$ cat src/rtl/mul_div_unit.sv
// Iterative multi-cycle MUL / DIVU / REMU unit for the EX stage.
// Radix-2 shift-add multiply and restoring divide, one step per cycle.
module mul_div_unit #(
    parameter int WIDTH = 32
) (
    input  logic             clk_i,
    input  logic             rst_i,
    input  logic             start_i,
    input  logic [1:0]       op_i,
    input  logic [WIDTH-1:0] data1_i,
    input  logic [WIDTH-1:0] data2_i,
    output logic             busy_o,
    output logic             done_o,
    output logic [WIDTH-1:0] data_o,
    output logic             Zero_o
);

    localparam logic [1:0] OP_MUL  = 2'b00;
    localparam logic [1:0] OP_DIVU = 2'b01;
    localparam logic [1:0] OP_REMU = 2'b10;
    localparam logic [1:0] OP_RSV  = 2'b11;

    localparam int CW = (WIDTH > 1) ? $clog2(WIDTH) : 1;
    localparam logic [CW-1:0] LAST = CW'(WIDTH - 1);

    typedef enum logic [1:0] {
        IDLE,
        CALC,
        DONE
    } state_e;

    state_e             state_q, state_d;
    logic [1:0]         op_q, op_d;
    logic [CW-1:0]      cnt_q, cnt_d;
    logic [2*WIDTH-1:0] a_q, a_d;
    logic [WIDTH-1:0]   b_q, b_d;
    logic [2*WIDTH-1:0] acc_q, acc_d;
    logic [WIDTH-1:0]   data_q, data_d;
    logic               zero_q, zero_d;

    logic [WIDTH:0]     rem_sh;
    logic [WIDTH:0]     rem_diff;
    logic               q_bit;
    logic [WIDTH-1:0]   res;

    // Shifted remainder and trial subtraction share WIDTH+1 bits
    assign rem_sh   = {acc_q[WIDTH-1:0], a_q[WIDTH-1]};
    assign rem_diff = rem_sh - {1'b0, b_q};
    assign q_bit    = ~rem_diff[WIDTH];

    always_comb begin
        state_d = state_q;
        op_d    = op_q;
        cnt_d   = cnt_q;
        a_d     = a_q;
        b_d     = b_q;
        acc_d   = acc_q;
        data_d  = data_q;
        zero_d  = zero_q;
        res     = '0;
        unique case (state_q)
            IDLE: begin
                if (start_i && op_i != OP_RSV) begin
                    op_d  = op_i;
                    a_d   = {{WIDTH{1'b0}}, data1_i};
                    b_d   = data2_i;
                    acc_d = '0;
                    cnt_d = '0;
                    if (op_i != OP_MUL && data2_i == '0) begin
                        res     = (op_i == OP_DIVU) ? '1 : data1_i;
                        data_d  = res;
                        zero_d  = (res == '0);
                        state_d = DONE;
                    end else begin
                        state_d = CALC;
                    end
                end
            end
            CALC: begin
                cnt_d = cnt_q + CW'(1);
                if (op_q == OP_MUL) begin
                    if (b_q[0]) begin
                        acc_d = acc_q + a_q;
                    end
                    a_d = a_q << 1;
                    b_d = b_q >> 1;
                    res = acc_d[WIDTH-1:0];
                end else begin
                    a_d = {a_q[2*WIDTH-1:WIDTH], a_q[WIDTH-2:0], q_bit};
                    if (q_bit) begin
                        acc_d = {{WIDTH{1'b0}}, rem_diff[WIDTH-1:0]};
                    end else begin
                        acc_d = {{WIDTH{1'b0}}, rem_sh[WIDTH-1:0]};
                    end
                    res = (op_q == OP_REMU) ? acc_d[WIDTH-1:0]
                                            : a_d[WIDTH-1:0];
                end
                if (cnt_q == LAST) begin
                    data_d  = res;
                    zero_d  = (res == '0);
                    state_d = DONE;
                end
            end
            DONE: begin
                state_d = IDLE;
            end
            default: begin
                state_d = IDLE;
            end
        endcase
    end

    always_ff @(posedge clk_i or negedge rst_i) begin
        if (!rst_i) begin
            state_q <= IDLE;
            op_q    <= OP_MUL;
            cnt_q   <= '0;
            a_q     <= '0;
            b_q     <= '0;
            acc_q   <= '0;
            data_q  <= '0;
            zero_q  <= 1'b1;
        end else begin
            state_q <= state_d;
            op_q    <= op_d;
            cnt_q   <= cnt_d;
            a_q     <= a_d;
            b_q     <= b_d;
            acc_q   <= acc_d;
            data_q  <= data_d;
            zero_q  <= zero_d;
        end
    end

    assign busy_o = (state_q == CALC);
    assign done_o = (state_q == DONE);
    assign data_o = data_q;
    assign Zero_o = zero_q;

endmodule
$ cat config.mk
export PLATFORM = sky130hd
export DESIGN_NAME = mul_div_unit
export DESIGN_NICKNAME = d
export VERILOG_FILES = /design/src/rtl/mul_div_unit.sv
export SDC_FILE = /design/constraint.sdc
export NUM_CORES = 1
export LEC_CHECK = 0
export BUFFER_PORTS_ARGS = -buffer_cell sky130_fd_sc_hd__buf_2
export CAP_MARGIN = 15
export CORE_UTILIZATION = 50
export CTS_CLUSTER_SIZE = 14
export DETAILED_ROUTE_END_ITERATION = 8
export HOLD_SLACK_MARGIN = 0.1
export PLACE_DENSITY = 0.8
export SYNTH_ARGS = -nofsm -noshare
export SYNTH_HDL_FRONTEND = slang
export SYNTH_SLANG_ARGS = --single-unit
$ cat constraint.sdc
create_clock -name clk_i -period 9.95 [get_ports clk_i]
set_input_delay 0 -clock clk_i [delete_from_list [all_inputs] [get_ports clk_i]]
set_output_delay 0 -clock clk_i [all_outputs]
set_load 0.01 [all_outputs]
==> impl_metrics.csv <==
group,metric,value,unit
timing,timing_worst_slew_pin_value,0.943,ns
critical_path,crit_path_start_kind,"register",
clocking,cts_buffers,17,
drt,wire_per_inst,21.0,um
drt,viasPerCell,6.37,
synth,synth_simple_gate_area_frac,0.219,
clocking,clkSinkCount,138,
clocking,tritoncts,"yes",
synth,synthXorXnorAreaFrac,0.0340,
floorplan,die_w,156,um
timing,setup_violations,0,
synth,postSynthCellCount,1516,
drt,met2WireLength,17.6,mm
timing,fmax,0.208,GHz
final_layout,layout-drive-gt1-share,0.136,
synth,synth_top_family_by_area,"compound AO/OA/AOI/OAI gates",
synth,synth_compound_gate_area_share,0.277,
floorplan,io-pin-count,104,
floorplan,core_area,0.0229,mm2
timing,rsz0062_at_grt,"false",
critical_path,crit_chain,"inv_1 -> ha_1 -> inv_1 -> fa_1 -> a211oi_2 -> o211ai_1 -> a211oi_2 -> nor4_1 -> or4_1 -> nand2_2 -> nor4_1 -> o311ai_1 -> nand4b_1 -> nor4_1 -> nand4_1 -> nand2_1",
timing,fin_crit_sh,0.484,
timing,maxSlewHeadroom,0.371,
drt,routed.top_layer,"met4",
global_routing,grt_max_degree,79,
critical_path,worst-setup-path-type,"reg2reg",
synth,synth_cell_types,91,
synth,ys_seq_elements,138,
synth,yosysWarnings,0,
final_layout,area_growth,16.2,%
timing,slew_viol_final,0,
timing,fin_crit,4.81,ns
floorplan,start_util,0.517,
placed_design,dp_slack,5.27,ns
drt,drt_iter0_drc,1364,
clocking,clk_path_buf_depth,2,
final_layout,num_antenna_cells,0,
placed_design,io_buffers,103,
drt,dr.pass1.iters,5,
synth,netlist_area,0.0119,mm2
synth,synthAdderAreaFrac,0.0720,
clocking,path_clk_slew,0.06,ns
timing,skew,0.0129,ns
critical_path,crit_path_frequent_cell,"nor4_1",
critical_path,crit_required,10.32,ns
status,status,"complete, no violations",
clocking,cts.repair.resized,0,
global_routing,grt_overflow_total,0,
timing,setup_slack,5.14,ns
synth,seq_area_frac_synth,0.291,
global_routing,antenna_found_initial,0,
global_routing,grt_use_total,0.341,
drt,vias,12431,
critical_path,max_stage_delay,0.72,ns
synth,synth_mux_area_frac,0.0505,
critical_path,end_kind,"register",
clocking,root_buffer,"clkbuf_16",
hold_path,hold_class,"in2async",
global_routing,grt_pass1_vias,11823,
floorplan,die_y,156,um
placed_design,dp_hpwl,28.7,mm
synth,ys_top_cells_by_area,"dfrtp_1 (29%), nand2_1 (7.6%), ha_1 (6.9%)",
clocking,clock_latency,0.44,ns
drt,wl,40.9,mm
synth,yosys.area.top_type_share,0.289,
global_routing,grt_pass1_wl,64.2,mm
drt,wl_met3,4.20,mm
synth,synth_flop_cell,"dfrtp_1",
final_layout,nets,1761,
timing,hold_viol,0,
clocking,htree_levels,4,
floorplan,num_rows,55,
floorplan,die_area,0.0243,mm2
synth,syn_area_per_cell,7.82,um2
critical_path,crit_slowest_cell,"or4_1",
synth,synth_async_sr_flop_share,1.00,
critical_path,path_max_fanout,19,
drt,drt-met1-wl,18.0,mm
synth,synth_edf_count,0,
synth,yosysTopAreaCell,"dfrtp_1",
drt,route.antenna.remaining_nets,0,
job,maxCapViolCount,0,
drt,drc_errors,0,
timing,finalSetupTns,0,ns
synth,synth_nets,1652,
placed_design,routabilityCongestion,0.988,
critical_path,arrival,5.19,ns
[registers in the layout, indices dropped and copies added (netlist names)]
signal and flops:
state_q 2, op_q 2, acc_q 32, Zero_o 1, cnt_q 5, a_q 32, b_q 32, data_o 32
[cell families after synthesis]
| group | Yosys count |
|---|---|
| xor gates and xnor gates | 46 |
| buffers and inverters | 156 |
| muxes | 59 |
| DFF | 138 |
| adders and majority gates | 67 |
| AOI/OAI and AO/OA | 488 |
| and+or+nand+nor | 562 |
[timing repair]
item                                   CTS  global route
hold buffers                            67             0
endpoints found under the hold margin  170             0
setup buffers                            0             0
[final timing paths]
kind | startpoint | endpoint | slack (ns) | cells past startpoint
min in group clk_i | data2_i[31] | b_q[31]$_DFFE_PN0P_ | 0.37 | 3
hold / removal | rst_i | b_q[26]$_DFFE_PN0P_ | 0.15 | 2
setup reg to reg | a_q[31]$_DFFE_PN0P_ | Zero_o$_DFFE_PN1P_ | 5.14 | 16
setup / recovery | a_q[31]$_DFFE_PN0P_ | Zero_o$_DFFE_PN1P_ | 5.14 | 16
hold reg to reg | data_o[4]$_DFFE_PN0P_ | data_o[4]$_DFFE_PN0P_ | 0.48 | 2
max in group asynchronous | rst_i | data_o[14]$_DFFE_PN0P_ | 8.39 | 3
[layout by cell type (no fill, tap or decap), drive strengths merged, types with 15 or more instances in the layout]
| cell | netlist | routed |
|---|---|---|
| nand2 | 240 | 240 |
| dfrtp | 137 | 137 |
| o21ai | 131 | 131 |
| buf | 35 | 121 |
| nor2 | 118 | 118 |
| a21oi | 96 | 96 |
| dlygate4sd3 | 0 | 67 |
| ha | 65 | 65 |
| inv | 58 | 63 |
| mux2i | 52 | 52 |
| nand3 | 50 | 50 |
| a31oi | 48 | 48 |
| a211oi | 37 | 37 |
| nor4 | 29 | 29 |
| nor3 | 26 | 26 |
| xor2 | 24 | 24 |
| xnor2 | 22 | 22 |
| a21o | 20 | 20 |
| clkbuf | 63 | 18 |
| o31ai | 18 | 18 |
| nand4 | 17 | 17 |
| a31o | 17 | 17 |
| and2 | 15 | 15 |
[stage by stage]
stage / instance area [um2] / hold WS (ns) / cells / util
global route: 13800 / 0.214 / 1951 / 0.601
finish: 13800 / 0.153 / 1951 / 0.601
CTS: 13800 / 0.184 / 1951 / 0.601
detailed placement: 12500 / 0.0819 / 1852 / 0.545
global placement: 12500 / 0.0661 / 1852 / 0.545
floorplan: 11900 / -0.296 / 1516 / -
[synth_stat cells, types with 13 or more instances]
| cell type | n |
|---|---|
| a211oi_1 | 32 |
| a21o_1 | 20 |
| a21oi_1 | 86 |
| a311oi_1 | 13 |
| a31o_2 | 17 |
| a31oi_1 | 47 |
| and2_1 | 15 |
| buf_2 | 15 |
| clkbuf_1 | 63 |
| dfrtp_1 | 137 |
| ha_1 | 65 |
| inv_1 | 58 |
| mux2i_1 | 52 |
| nand2_1 | 239 |
| nand3_1 | 49 |
| nand4_1 | 17 |
| nor2_1 | 117 |
| nor3_1 | 26 |
| nor4_1 | 27 |
| o211ai_1 | 13 |
| o21ai_0 | 122 |
| o31ai_1 | 16 |
| xnor2_1 | 22 |
| xor2_1 | 24 |
[worst max-delay path: cells and delay by family (launching register included)]
kind                     cells  cell delay, ns
AND/OR/NAND/NOR              8            2.19
AO/OA/AOI/OAI                4            1.32
adder cells (fa/ha/maj)      2            0.61
flip-flops                   1            0.42
buffers and inverters        2            0.19
[layout make-up]
| type | count | area, um2 |
|---|---|---|
| clock buffers | 18 | 439 |
| clock inverters | 14 | 186 |
| fillers | 2082 | 9140 |
| inverters | 58 | 218 |
| multi-input cells | 1222 | 7760 |
| flip-flops and latches | 138 | 3450 |
| well taps | 313 | 392 |
| repair buffers | 188 | 1330 |
[per-layer routing]
metal | up-vias | track usage
met4 | 0 | 0.126
li1 | 5776 | -
met5 | - | 0
met3 | 85 | 0.0572
met1 | 5858 | 0.484
met2 | 712 | 0.517
Power is not shown: default switching activity piles up to over one toggle a cycle in this logic, so the estimate is an artifact.
